`config.mk`:
```
export PLATFORM = sky130hd
export DESIGN_NAME = uart_vram_loader
export DESIGN_NICKNAME = d
export VERILOG_FILES = /design/src/rtl/vram_pkg.sv /design/src/rtl/uart_vram_loader_uart_rx.sv /design/src/rtl/uart_vram_loader.sv
export SDC_FILE = /design/constraint.sdc
export NUM_CORES = 1
export LEC_CHECK = 0
export BUFFER_PORTS_ARGS = -buffer_cell sky130_fd_sc_hd__clkbuf_2
export CELL_PAD_IN_SITES_DETAIL_PLACEMENT = 1
export CELL_PAD_IN_SITES_GLOBAL_PLACEMENT = 2
export CORE_MARGIN = 1
export CORE_UTILIZATION = 25
export DETAILED_ROUTE_END_ITERATION = 12
export PLACE_DENSITY_LB_ADDON = 0.1
export SYNTH_ARGS = -nofsm -noshare
export SYNTH_HDL_FRONTEND = slang
export SYNTH_SLANG_ARGS = --single-unit
```
`constraint.sdc`:
```
create_clock -name CLOCK_50 -period 5 [get_ports CLOCK_50]
set_clock_uncertainty 0.05 [all_clocks]
set_input_delay 1 -clock CLOCK_50 [delete_from_list [all_inputs] [get_ports CLOCK_50]]
set_output_delay 1 -clock CLOCK_50 [all_outputs]
set_load 0.05 [all_outputs]
```
`src/rtl/vram_pkg.sv`:
```
// Shared constants and state encodings for the UART-to-VRAM frame loader.
package vram_pkg;

    localparam int         VRAM_WORDS = 75;
    localparam int         VRAM_AW    = 7;
    localparam logic [7:0] SYNC_BYTE  = 8'hA5;

    typedef enum logic [1:0] {
        IDLE,
        LOAD,
        DONE
    } load_state_e;

    typedef enum logic [2:0] {
        RX_IDLE,
        RX_START,
        RX_DATA,
        RX_PAR,
        RX_STOP
    } rx_state_e;

endpackage

```
`src/rtl/uart_vram_loader_uart_rx.sv`:
```
// UART receiver: 2-flop synchronizer, bit timing, byte and error strobes.
// Optional even parity (8E1) when UART_PARITY_EN is defined; 8N1 otherwise.
module uart_rx
    import vram_pkg::*;
#(
    parameter int DIV = 434
) (
    input  logic       clk_i,
    input  logic       rst_i,
    input  logic       rx_i,
    output logic [7:0] byte_o,
    output logic       byte_valid_o,
    output logic       err_o
);

    localparam int             CW      = $clog2(DIV);
    localparam logic [CW-1:0]  HALF_M1 = CW'(DIV / 2 - 1);
    localparam logic [CW-1:0]  FULL_M1 = CW'(DIV - 1);

    // [1:0] synchronizer, [2] previous synchronized value for edge detection
    logic [2:0]    sync_q;
    logic          rx_s;
    rx_state_e     state_q;
    logic [CW-1:0] cnt_q;
    logic [2:0]    bit_q;
    logic [7:0]    shift_q;
    logic [7:0]    byte_q;
    logic          byte_valid_q;
    logic          err_q;
`ifdef UART_PARITY_EN
    logic          par_bad_q;
`endif

    assign rx_s = sync_q[1];

    always_ff @(posedge clk_i or posedge rst_i) begin
        if (rst_i) begin
            sync_q       <= '1;
            state_q      <= RX_IDLE;
            cnt_q        <= '0;
            bit_q        <= '0;
            shift_q      <= '0;
            byte_q       <= '0;
            byte_valid_q <= 1'b0;
            err_q        <= 1'b0;
`ifdef UART_PARITY_EN
            par_bad_q    <= 1'b0;
`endif
        end else begin
            sync_q       <= {sync_q[1:0], rx_i};
            byte_valid_q <= 1'b0;
            err_q        <= 1'b0;
            case (state_q)
                RX_IDLE: begin
                    if (sync_q[2] && !rx_s) begin
                        cnt_q   <= HALF_M1;
                        state_q <= RX_START;
                    end
                end
                RX_START: begin
                    if (cnt_q == '0) begin
                        if (rx_s) begin
                            state_q <= RX_IDLE;
                        end else begin
                            cnt_q   <= FULL_M1;
                            bit_q   <= '0;
                            state_q <= RX_DATA;
                        end
                    end else begin
                        cnt_q <= cnt_q - CW'(1);
                    end
                end
                RX_DATA: begin
                    if (cnt_q == '0) begin
                        shift_q <= {rx_s, shift_q[7:1]};
                        cnt_q   <= FULL_M1;
                        bit_q   <= bit_q + 3'd1;
                        if (bit_q == 3'd7) begin
`ifdef UART_PARITY_EN
                            state_q <= RX_PAR;
`else
                            state_q <= RX_STOP;
`endif
                        end
                    end else begin
                        cnt_q <= cnt_q - CW'(1);
                    end
                end
`ifdef UART_PARITY_EN
                RX_PAR: begin
                    if (cnt_q == '0) begin
                        par_bad_q <= rx_s ^ (^shift_q);
                        cnt_q     <= FULL_M1;
                        state_q   <= RX_STOP;
                    end else begin
                        cnt_q <= cnt_q - CW'(1);
                    end
                end
`endif
                RX_STOP: begin
                    if (cnt_q == '0) begin
                        state_q <= RX_IDLE;
`ifdef UART_PARITY_EN
                        if (rx_s && !par_bad_q) begin
`else
                        if (rx_s) begin
`endif
                            byte_q       <= shift_q;
                            byte_valid_q <= 1'b1;
                        end else begin
                            err_q <= 1'b1;
                        end
                    end else begin
                        cnt_q <= cnt_q - CW'(1);
                    end
                end
                default: state_q <= RX_IDLE;
            endcase
        end
    end

    assign byte_o       = byte_q;
    assign byte_valid_o = byte_valid_q;
    assign err_o        = err_q;

endmodule

```
`src/rtl/uart_vram_loader.sv`:
```
// Loads a 75-word frame from a UART byte stream into the video RAM write port.
// Optional UART_PARITY_EN selects 8E1 framing in the receiver.
module uart_vram_loader
    import vram_pkg::*;
#(
    parameter int CLK_HZ  = 50_000_000,
    parameter int BAUD    = 115_200,
    parameter int TIMEOUT = 5_000_000
) (
    input  logic               CLOCK_50,
    input  logic               reset,
    input  logic               uart_rx,
    output logic               we,
    output logic [VRAM_AW-1:0] address,
    output logic [31:0]        data,
    output logic               busy,
    output logic               frame_done,
    output logic               err
);

    // state | meaning
    // IDLE  | waiting for SYNC, all other bytes ignored
    // LOAD  | packing pixel bytes into words, inter-byte timeout armed
    // DONE  | last word written, pulse frame_done for one cycle

    localparam int                 DIV       = CLK_HZ / BAUD;
    localparam int                 TW        = $clog2(TIMEOUT + 1);
    localparam logic [TW-1:0]      TMO_M1    = TW'(TIMEOUT - 1);
    localparam logic [VRAM_AW-1:0] LAST_WORD = VRAM_AW'(VRAM_WORDS - 1);

    logic [7:0]         rx_byte;
    logic               rx_valid;
    logic               rx_err;
    load_state_e        state_q;
    logic [VRAM_AW-1:0] word_q;
    logic [1:0]         slot_q;
    logic [23:0]        pack_q;
    logic [TW-1:0]      tmo_q;
    logic               we_q;
    logic [VRAM_AW-1:0] addr_q;
    logic [31:0]        data_q;
    logic               busy_q;
    logic               done_q;
    logic               err_q;

    uart_rx #(.DIV(DIV)) u_rx (
        .clk_i        (CLOCK_50),
        .rst_i        (reset),
        .rx_i         (uart_rx),
        .byte_o       (rx_byte),
        .byte_valid_o (rx_valid),
        .err_o        (rx_err)
    );

    always_ff @(posedge CLOCK_50 or posedge reset) begin
        if (reset) begin
            state_q <= IDLE;
            word_q  <= '0;
            slot_q  <= '0;
            pack_q  <= '0;
            tmo_q   <= '0;
            we_q    <= 1'b0;
            addr_q  <= '0;
            data_q  <= '0;
            busy_q  <= 1'b0;
            done_q  <= 1'b0;
            err_q   <= 1'b0;
        end else begin
            we_q   <= 1'b0;
            done_q <= 1'b0;
            if (rx_err) err_q <= 1'b1;
            case (state_q)
                IDLE: begin
                    busy_q <= 1'b0;
                    if (rx_valid && rx_byte == SYNC_BYTE) begin
                        word_q  <= '0;
                        slot_q  <= '0;
                        tmo_q   <= TMO_M1;
                        err_q   <= 1'b0;
                        busy_q  <= 1'b1;
                        state_q <= LOAD;
                    end
                end
                LOAD: begin
                    if (rx_valid) begin
                        tmo_q <= TMO_M1;
                        if (slot_q == 2'd3) begin
                            we_q   <= 1'b1;
                            addr_q <= word_q;
                            data_q <= {pack_q, rx_byte};
                            word_q <= word_q + 7'd1;
                            slot_q <= '0;
                            if (word_q == LAST_WORD) begin
                                busy_q  <= 1'b0;
                                state_q <= DONE;
                            end
                        end else begin
                            pack_q <= {pack_q[15:0], rx_byte};
                            slot_q <= slot_q + 2'd1;
                        end
                    end else if (tmo_q == '0) begin
                        // Partial word is abandoned; earlier writes stand.
                        err_q   <= 1'b1;
                        busy_q  <= 1'b0;
                        state_q <= IDLE;
                    end else begin
                        tmo_q <= tmo_q - TW'(1);
                    end
                end
                DONE: begin
                    done_q  <= 1'b1;
                    state_q <= IDLE;
                end
                default: state_q <= IDLE;
            endcase
        end
    end

    assign we         = we_q;
    assign address    = addr_q;
    assign data       = data_q;
    assign busy       = busy_q;
    assign frame_done = done_q;
    assign err        = err_q;

endmodule

```
* Word level (Yosys, flattened, before mapping) *
Index checks and enable logic that the tools add are counted.

word-level totals
  register bits = 137
  input port bits = 3
  word-level logic and storage cells = 127

operators by class
  add/sub/neg operators = 5
  eq/ne operators = 24
  muxes and demuxes = 56
  bitwise logic cells = 1
  reductions and logical operators = 22

operator list
  kind                                                                   number
  23-bit 2-to-1 mux                                                      3
  23-bit one-hot mux with 2 select lines                                 1
  9-bit 2-to-1 mux                                                       5
  9-bit one-hot mux with 4 select lines                                  1
  3-bit 2-to-1 mux                                                       8
  23-bit zero test                                                       1
  23-bit by 1-bit subtractor with 23-bit output (second input constant)  1
  7-bit 2-to-1 mux                                                       3
  4-bit AND reduction                                                    5
  1-bit 2-to-1 mux                                                       19
  2-bit 2-to-1 mux                                                       9
  3-bit AND reduction                                                    5
  7-bit one-hot mux with 2 select lines                                  1
  2-bit by 1-bit != test with 1-bit output (second input constant)       6
  3-bit one-hot mux with 4 select lines                                  1
  9-bit zero test                                                        1
  3-bit != test (second input constant)                                  3
  9-bit by 1-bit subtractor with 9-bit output (second input constant)    1
  8-bit == test (second input constant)                                  1
  2-bit != test (second input constant)                                  4
  2-bit one-hot mux with 2 select lines                                  2
  7-bit by 1-bit adder with 7-bit output (second input constant)         1
  7-bit == test (second input constant)                                  1
  3-bit == test (second input constant)                                  2
  18 further kinds                                                       23

* Longest topological paths before layout *
Gate-level depths: netlist of the first run.

  word-level depth = 5
  gate-level depth with buffers = 9

* Cells and area by module *
A second synthesis of the first run with hierarchy kept.

second synthesis, totals
  cells, all modules = 586
  area, all modules = 6246.0 µm²

by module, submodules not included
  module            times used  cells each  area each (µm²)  seq. area each (µm²)
  uart_vram_loader  1           417         4360.4           2527.4
  uart_rx           1           169         1885.6           904.6

* Least setup slack after synthesis of the first run *
OpenSTA, ideal clock, no wires.

  path kind = register -> register
  start = register u_rx.cnt_q[0]
  end = register u_rx.bit_q[0]
  arrival = 2.169 ns
  data required time = 4.817 ns
  slack = 2.648 ns
  cell stages (with the launch flop) = 10
  buffers on the path = 2
  path through = dfrtp_1 inv_1 ha_1 or4b_4 buf_6 or3_1 buf_6 nor3b_4 mux2i_1 a21oi_2

on the way
  cells in the longest elaborated chain, start to end = 3

RTL lines
  element                                             line                                                            source
  start: declaration                                  uart_vram_loader_uart_rx.sv:24                                  logic [CW-1:0] cnt_q;
  start signal: assignment                            uart_vram_loader_uart_rx.sv:70                                  cnt_q <= cnt_q - CW'(1);
  start signal: assignment                            uart_vram_loader_uart_rx.sv:86                                  cnt_q <= cnt_q - CW'(1);
  start signal: assignment                            uart_vram_loader_uart_rx.sv:114                                 cnt_q <= cnt_q - CW'(1);
  9-bit zero test *                                   uart_vram_loader_uart_rx.sv:61, uart_vram_loader_uart_rx.sv:74
  2-bit by 1-bit != test with 1-bit output (no line)  n/a
  4-bit AND reduction (no line) *                     n/a
  end signal: assignment                              uart_vram_loader_uart_rx.sv:77                                  bit_q <= bit_q + 3'd1;
  end: declaration                                    uart_vram_loader_uart_rx.sv:25                                  logic [2:0] bit_q;

Mark *: on every way between the ends. The rest lies on a longest branch, timed or not.
A chain may end at the register's enable or synchronous reset.

* Worst setup path after layout of the first run *
  start = register tmo_q[9]
  end = register tmo_q[18]

on the way
  cells in the longest elaborated chain, start to end = 4

RTL lines
  element                                        line                     source
  start: declaration                             uart_vram_loader.sv:38   logic [TW-1:0] tmo_q;
  start signal: assignment                       uart_vram_loader.sv:107  tmo_q <= tmo_q - TW'(1);
  23-bit by 1-bit subtractor with 23-bit output  uart_vram_loader.sv:107
  23-bit 2-to-1 mux                              uart_vram_loader.sv:101  end else if (tmo_q == '0) begin
  23-bit 2-to-1 mux                              uart_vram_loader.sv:85   if (rx_valid) begin
  23-bit one-hot mux with 2 select lines         uart_vram_loader.sv:72   case (state_q)

Parallel ways exist; a longest one is shown, timed or not. The select of a mux whose other input is x is not followed.

==> summary.md, run 1 <==
| Metric | Value |
|---|---|
| Outcome | `finished, final reports clean` |
| Clock Tree Root | `clkbuf_16` |
| First-pass GRT wire length | `25650 um` |
| Cell area power density | `just under 400 nW/um2` |
| Synth area leaders | `dfrtp_1 (55%), nand2_1 (8.5%), mux2_2 (4.4%), mux2_1 (3.0%), o21ai_1 (2.6%)` |
| Total number of vias | `roughly 4400` |
| Clk sink count | `between 100 and 150` |
| Die X | `between 150 and 200 um` |
| Hold path endpoint | `u_rx.sync_q[1]$_DFF_PP1_` |
| Diode count | `0` |
| Leakage power | `roughly 3.6 nW` |
| Vias in the first global route | `~4800` |
| Sequential Power Share | `43.0%` |
| Worst slew pin tran | `just under 900 ps` |
| Final Hold Vio Count | `0` |
| Hold wc startpoint | `u_rx.sync_q[0]$_DFF_PP1_` |
| Worst Hold Class | `reg -> reg` |
| Reg clk slew, reported paths | `70 ps` |
| Inserted Clock Buffers | `17` |
| Drt wl/cell | `15.69 um` |
| Post-cts resize count | `0` |
| Clk buf depth | `2` |
| Vias per cell | `~4.6` |
| Overflow after GRT | `0` |
| Initial DRC count | `about 150` |
| Yosys reg bits | `137` |
| Reg2reg end | `tmo_q[18]$_DFFE_PP0P_` |
| Fillers | `~2700` |
| Core ar. | `around 24000 um2` |
| Aggregate routed wire length | `roughly 15000 um` |
| Crit path arrival time | `around 3000 ps` |
| Sw power | `slightly above 0.0007 W` |
| Dpl cells | `921` |
| RSZ-0062 raised after global routing | `no` |
| Worst reg2reg path depth | `5` |
| Combinational power share | `under 10%` |
| Peak supply drop | `around 0.14 mV` |
| Final Max Slew Viols | `0` |
| Sequential area share after synthesis | `a little under three fifths` |
| CP Launch Type | `flip-flop` |
| Sw Ratio | `25.47%` |
| Post-synthesis average cell area | `between 10 and 15 um2` |
| R2R setup slack | `2230 ps` |
| Non-Filler Instances | `953` |
| Slew HR | `about two fifths` |
| # setup viols final | `0` |
| Synth Instances | `580` |
| MaxCap Viol Count | `0` |
| DR pass1 iterations | `4` |
| Worst-skew pair later-pin latency | `roughly 420 ps` |
| CTS tree | `built` |
| Die Y | `~160 um` |
| Ys Warns | `0` |
| ANT nets after route | `0` |
| Post-route clock period utilization | `between 50% and 60%` |
| Post-CTS setup repair buffer count | `0` |
| Ports | `46` |
| Ys flop type | `dfrtp_1` |
| Yosys top cell area share | `roughly 55%` |
| Net Count, Synth | `around 600` |
| Ratio of cells with drive above 1 in the final layout | `a little over a fifth` |
| Final nets | `631` |
| Crit path max fanout | `13` |
| Rows | `56` |
| Pin count of the biggest net entering global routing | `81` |
| Post-synth EDFFs | `0` |
| Critical Path Source | `tmo_q[9]$_DFFE_PP0P_` |
| Final setup TNS | `0 ps` |
| Final HPWL DP | `9607 um` |
| Reg-to-reg startpoint | `tmo_q[9]$_DFFE_PP0P_` |
| WS Path Type | `reg -> reg` |
| Die area | `approximately 25000 um2` |
| Unique masters post-synth | `slightly below 70` |
| DRC | `0` |
| Fmax | `0.3612 GHz` |
| Cts hold-fix bufs | `0` |
| Mapped cell area | `roughly 6000 um2` |
| Syn-to-layout area delta | `19.32%` |
| Clock power share | `between 40% and 50%` |
| WP data required | `5250 ps` |
| Post-synth ARST share | `100.0%` |
| Initial Util | `25.68%` |
| Total Routing Usage GR | `roughly an eighth` |
| Area leader, netlist | `dfrtp_1` |
| Crit end category | `flip-flop` |
| Int Power | `between 0.002 and 0.0025 W` |
| Port buffer count | `45` |
| Depth of the worst hold-timing path | `0` |
| Initial antenna violation count | `0` |
| # H-tree levels | `4` |
| Period minus WS final | `2769 ps` |
| Global placement routability congestion | `a little over 0.7` |
-- cell usage after synthesis, drive strengths merged (6+ instances only) --
cell type / n
a21oi: 13
a31oi: 7
buf: 14
clkbuf: 14
dfrtp: 134
ha: 7
inv: 14
mux2: 40
nand2: 137
nand3: 16
nor2: 25
nor3: 14
nor4: 6
o21ai: 47
o31ai: 7
o41ai: 7
or3: 6
-- worst max-delay path, stage by stage, from the launching register on --
cell	delay [ps]
dfrtp_1	470
or4_4	600
nor3_2	630
a41o_1	630
o21ai_1	140
o31a_1	120
-- how the worst max path moves through the flow --
stage | slack, ps | end
global route | 2070 | tmo_q[21]$_DFFE_PP0P_
finish | 2230 | tmo_q[18]$_DFFE_PP0P_
detailed placement | 2290 | u_rx.byte_o[4]$_DFFE_PP0P_
floorplan | 290 | address[0]$_DFFE_PP0P_
global placement | 2360 | tmo_q[18]$_DFFE_PP0P_
CTS | 2270 | tmo_q[18]$_DFFE_PP0P_
-- state kept, by name, indices dropped and copies added, names as in the netlist, 2 cells and up --
register and cells:
u_rx.byte_o 8, word_q 7, slot_q 2, address 7, u_rx.sync_q 3, tmo_q 23
u_rx.shift_q 8, data 32, state_q 2, u_rx.state_q 3, u_rx.cnt_q 9, u_rx.bit_q 3
pack_q 24
-- cell families (layout without fill, tap and decap cells) --
group	Yosys count	count (layout)	share of synthesized area, %
compound gates	102	102	10.82
xor+xnor	6	6	0.8640
fa+ha+maj	7	7	1.440
buf+inv	42	96	3.168
flops	137	137	56.43
mux	44	44	8.064
simple gates	242	242	19.21
-- power by group through the flow --
stage	sequential (W)	combinational, W	clock (W)
floorplan	0.00119	0.000200	0
global placement	0.00122	0.000220	0
detailed placement	0.00122	0.000226	0
CTS	0.00120	0.000226	0.00143
global route	0.00121	0.000251	0.00147
finish	0.00120	0.000219	0.00138
-- cell type report --
type	instances	area, um2	area share [%]
clock buffer	17	425.4	5.862
clock inverter	15	215.2	2.966
inverter	14	57.56	0.7931
multi-input combinational	401	2465	33.97
sequential	137	3432	47.29
tap	319	399.1	5.500
timing repair buffer	50	262.8	3.621
-- cells in the final DEF (no fill, tap or decap), drive strengths merged, types with 5 or more instances in the layout --
cell type	Yosys	routed
and3	5	5
dfrtp	134	134
buf	14	5
inv	14	20
nor2b	5	5
nand3	16	16
nor2	25	25
o21ai	47	47
nor3	14	14
nand4	5	5
o31ai	7	7
a31oi	7	7
or3	6	6
a21oi	13	13
nor4	6	6
ha	7	7
mux2	40	40
clkbuf	14	62
o41ai	7	7
nand2	137	137
-- stage by stage --
stage                     worst slack [ps]  area (um2)  power (W)  util (%)  hold WS (ps)
final                                 2231        7257   0.002799     30.64         308.0
after CTS                             2266        7257   0.002857     30.64         308.7
after floorplan                      287.2        6082   0.001393         -         295.2
after detailed placement              2294        6616   0.001449     27.94         299.3
after global placement                2356        6616   0.001442     27.94         298.6
after global routing                  2071        7257   0.002933     30.64         316.6
-- per-layer routing --
layer  vias to the layer above  routed length (um)  global-route usage [%]
met5                         -                   0                       0
met2                        41                7080                   21.42
met1                      2220                7364                   17.51
met4                         0                 170                   4.808
met3                        12                 334                   3.066
li1                       2109                   -                       -
Note: power is estimated with default switching activity, not from simulation.
==> run 2, diff against run 1 <==
ABC_AREA = 1   (was unset)
clock period = 2.45 ns   (was 5 ns; I/O delays follow)
==> run 2 against run 1 <==
  * Die area increased by 4.5%
  * Combinational power grew to 2.7 times the previous value
  * Count of clock-buffer cells in the layout increased by 2
  * Critical path type unchanged
  * Highest routed layer unchanged
==> summary.md, run 2 <==
| Metric | Value |
|---|---|
| Outcome | `finished, final reports clean` |
| Ports | `46 (unchanged)` |
| Largest register FFs | `32 (unchanged)` |
| Final HPWL DP | `11810 um (+23%)` |
| Final Max Slew Viols | `0 (unchanged)` |
| Leakage power | `3.669 nW (+2.3%)` |
| Post-synthesis average cell area | `8.205 um2 (-22%)` |
| Aggregate routed wire length | `16890 um (+13%)` |
| Die Y | `161.5 um (+2.2%)` |
| Tot Pwr | `0.005422 W (+94%)` |
| Synth area leaders | `dfrtp_1 (53%), nand2_1 (14%), inv_1 (5.1%), o21ai_0 (5.0%), nor2_1 (4.7%)` |
| Clk sink count | `137 (unchanged)` |
| WS Path Type | `reg -> reg` |
| Commonest non-fill, non-tap cell in the layout | `nand2_1` |
| Final Hold Vio Count | `0 (unchanged)` |
| Ys Warns | `0 (unchanged)` |
| Crit path max fanout | `9 (-4)` |
| Post-CTS setup repair buffer count | `0 (unchanged)` |
| Post-route clock period utilization | `84.66% (+29 points)` |
| Post-layout instance area | `7545 um2 (+4.0%)` |
| Yosys top cell area share | `52.74% (-2.4 points)` |
| Crit end category | `flip-flop` |
| MaxCap Viol Count | `0 (unchanged)` |
| Crit path arrival time | `2340 ps (-680 ps)` |
| Reg clk slew, reported paths | `60 ps (about the same)` |
| Most frequent cell after synthesis | `nand2_1` |
| # setup viols final | `0 (unchanged)` |
| # H-tree levels | `4 (unchanged)` |
| Final nets | `841 (+33%)` |
| Fmax | `0.4821 GHz (+33%)` |
| Simple-gate area share of the yosys netlist | `26.33% (+7.1 points)` |
| WP data required | `2720 ps (-2530 ps)` |
| Ys flop type | `dfrtp_1` |
| Clock Tree Root | `clkbuf_16` |
| Post-synthesis compound-gate area fraction | `9.543% (-1.3 points)` |
| Overflow after GRT | `0 (unchanged)` |
| Initial Util | `25.40% (-0.28 points)` |
| Unique masters post-synth | `36 (-47%)` |
| RSZ-0062 raised after global routing | `no` |
| Vias in the first global route | `5492 (+14%)` |
| CTS tree | `built` |
| DR pass1 iterations | `4 (unchanged)` |
| Period minus WS final | `2074 ps (-694.5 ps)` |
| DRC | `0 (unchanged)` |
| DP Area | `6990 um2 (+5.7%)` |
| Diode count | `0 (unchanged)` |
| Slew HR | `61.65% (+21 points)` |
| Inserted Clock Buffers | `17 (unchanged)` |
| Die X | `161.5 um (+2.2%)` |
| Worst-skew pair later-pin latency | `420 ps (about the same)` |
| Initial antenna violation count | `0 (unchanged)` |
| Rows | `58 (+3.6%)` |
| Most frequent cells in the layout | `nand2_1 (234), dfrtp_1 (134), inv_1 (85)` |
| Yosys reg bits | `137 (unchanged)` |
| XOR/XNOR Fraction of Synth Area | `1.240% (+0.38 points)` |
| Ratio of cells with drive above 1 in the final layout | `13.74% (-7.2 points)` |
| Cell area power density | `718.6 nW/um2 (+86%)` |
| Final setup TNS | `0 ps (unchanged)` |
| Multiplexer area fraction after synthesis | `0% (-8.1 points)` |
| Largest family of logic cells by synthesized area | `simple AND/OR/NAND/NOR gates` |
| Synth Area in Adders | `1.377% (-0.063 points)` |
| ANT nets after route | `0 (unchanged)` |
| Non-Filler Instances | `1174 (+23%)` |
| Global placement routability congestion | `0.7464 (+5.7%)` |
| Mapped cell area | `6359 um2 (+4.5%)` |
| Peak supply drop | `0.3435 mV (+140%)` |
| Sequential area share after synthesis | `53.97% (-2.5 points)` |
| CP Launch Type | `flip-flop` |
| Cts hold-fix bufs | `0 (unchanged)` |
| Pin count of the biggest net entering global routing | `101 (+25%)` |
| Post-cts resize count | `0 (unchanged)` |
| Net Count, Synth | `785 (+33%)` |
| Worst slew pin tran | `575.3 ps (-309.9 ps)` |
| Core ar. | `25040 um2 (+5.7%)` |
| Post-layout util | `30.13% (-0.51 points)` |
| Worst Hold Class | `in -> reg` |
| Dpl cells | `1142 (+24%)` |
| Post-synth EDFFs | `0 (unchanged)` |
| Fillers | `2992 (+11%)` |
| Total number of vias | `5137 (+17%)` |
| Synth Instances | `775 (+34%)` |
| Syn-to-layout area delta | `18.65%` |
| First-pass GRT wire length | `28810 um (+12%)` |
| Initial DRC count | `212 (+42%)` |
| Drt wl/cell | `14.38 um (-8.3%)` |
| Vias per cell | `4.376 (-4.8%)` |
| Area leader, netlist | `dfrtp_1` |
| Post-synth ARST share | `100.0% (unchanged)` |
| Top cells by count, synth | `nand2_1 (235), dfrtp_1 (134), inv_1 (86)` |
| Port buffer count | `45 (unchanged)` |
| Total Routing Usage GR | `14.01% (+0.66 points)` |
| Clk buf depth | `2 (unchanged)` |
| Die area | `26080 um2 (+4.5%)` |
[run 2: changes by cell type in the layout (fill, tap and decap cells not counted), moves of 7 or more]
cell     previous run  this run
buf_4               5        12
inv_1              12        85
mux2_1             16         0
mux2_2             24         0
nand2_1           137       234
nand3_1            14        39
nand4_1             5        13
nor2_1             22        79
nor3_1             12         4
o21ai_0            16        63
[run 2: worst max-delay path, cell delays in order, from the launching register on]
cell     delay (ps)
dfrtp_1         600
nand2_1         100
nor2_1          140
nand4_1         280
o21ai_2         180
inv_1           150
nor2_4          240
inv_2           110
nand2_1          80
nand2_1          50
[run 2: final cells by class]
| class | count | area, um2 | share of cell area (%) |
|---|---|---|---|
| Multi-Input combinational cell | 527 | 2450 | 32.47 |
| Timing Repair Buffer | 59 | 355.3 | 4.710 |
| Sequential cell | 137 | 3432 | 45.49 |
| Clock inverter | 13 | 111.4 | 1.476 |
| Clock buffer | 19 | 442.9 | 5.871 |
| Tap cell | 330 | 412.9 | 5.473 |
| Inverter | 89 | 340.3 | 4.511 |
[run 2: stage by stage]
stage / hold slack [ps] / setup slack [ps]
floorplan: 295.2 / 205.3
global placement: 298.0 / 374.7
detailed placement: 297.5 / 329.4
CTS: 73.08 / 309.1
global route: 73.13 / 145.4
finish: 98.27 / 375.9
[run 2: metal layers]
metal | track usage [%] | up-vias | wire (um)
li1 | - | 2578 | -
met1 | 18.70 | 2496 | 8394
met2 | 22.43 | 47 | 7851
met3 | 2.748 | 16 | 373
met4 | 5.103 | 0 | 267
met5 | 0 | - | 0
[run 2: final timing paths]
| kind | from | to | slack (ps) | depth (start not counted) |
|---|---|---|---|---|
| worst max-delay path | u_rx.byte_valid_o$_DFF_PP0_ | word_q[2]$_DFFE_PP0P_ | 380 | 9 |
| worst min-delay path | uart_rx | u_rx.sync_q[0]$_DFF_PP1_ | 100 | 1 |
| worst max register to register | u_rx.byte_valid_o$_DFF_PP0_ | word_q[2]$_DFFE_PP0P_ | 380 | 9 |
| worst min register to register | u_rx.sync_q[0]$_DFF_PP1_ | u_rx.sync_q[1]$_DFF_PP1_ | 310 | 0 |
| max in group asynchronous | reset | tmo_q[7]$_DFFE_PP0P_ | 1740 | 3 |
| min in group asynchronous | reset | pack_q[3]$_DFFE_PP0P_ | 150 | 3 |
[run 2: power by group]
group / total, W / internal, W / switching (W)
clock: 0.00245 / 0.00135 / 0.00110
combinational: 0.000584 / 0.000180 / 0.000404
sequential: 0.00239 / 0.00233 / 0.0000577
[run 2: logic make-up (layout without fill, tap and decap cells)]
family,after synthesis,after routing
flops,137,137
simple gates,394,394
compound gates,117,117
xor+xnor,9,9
buf+inv,111,180
fa+ha+maj,7,7
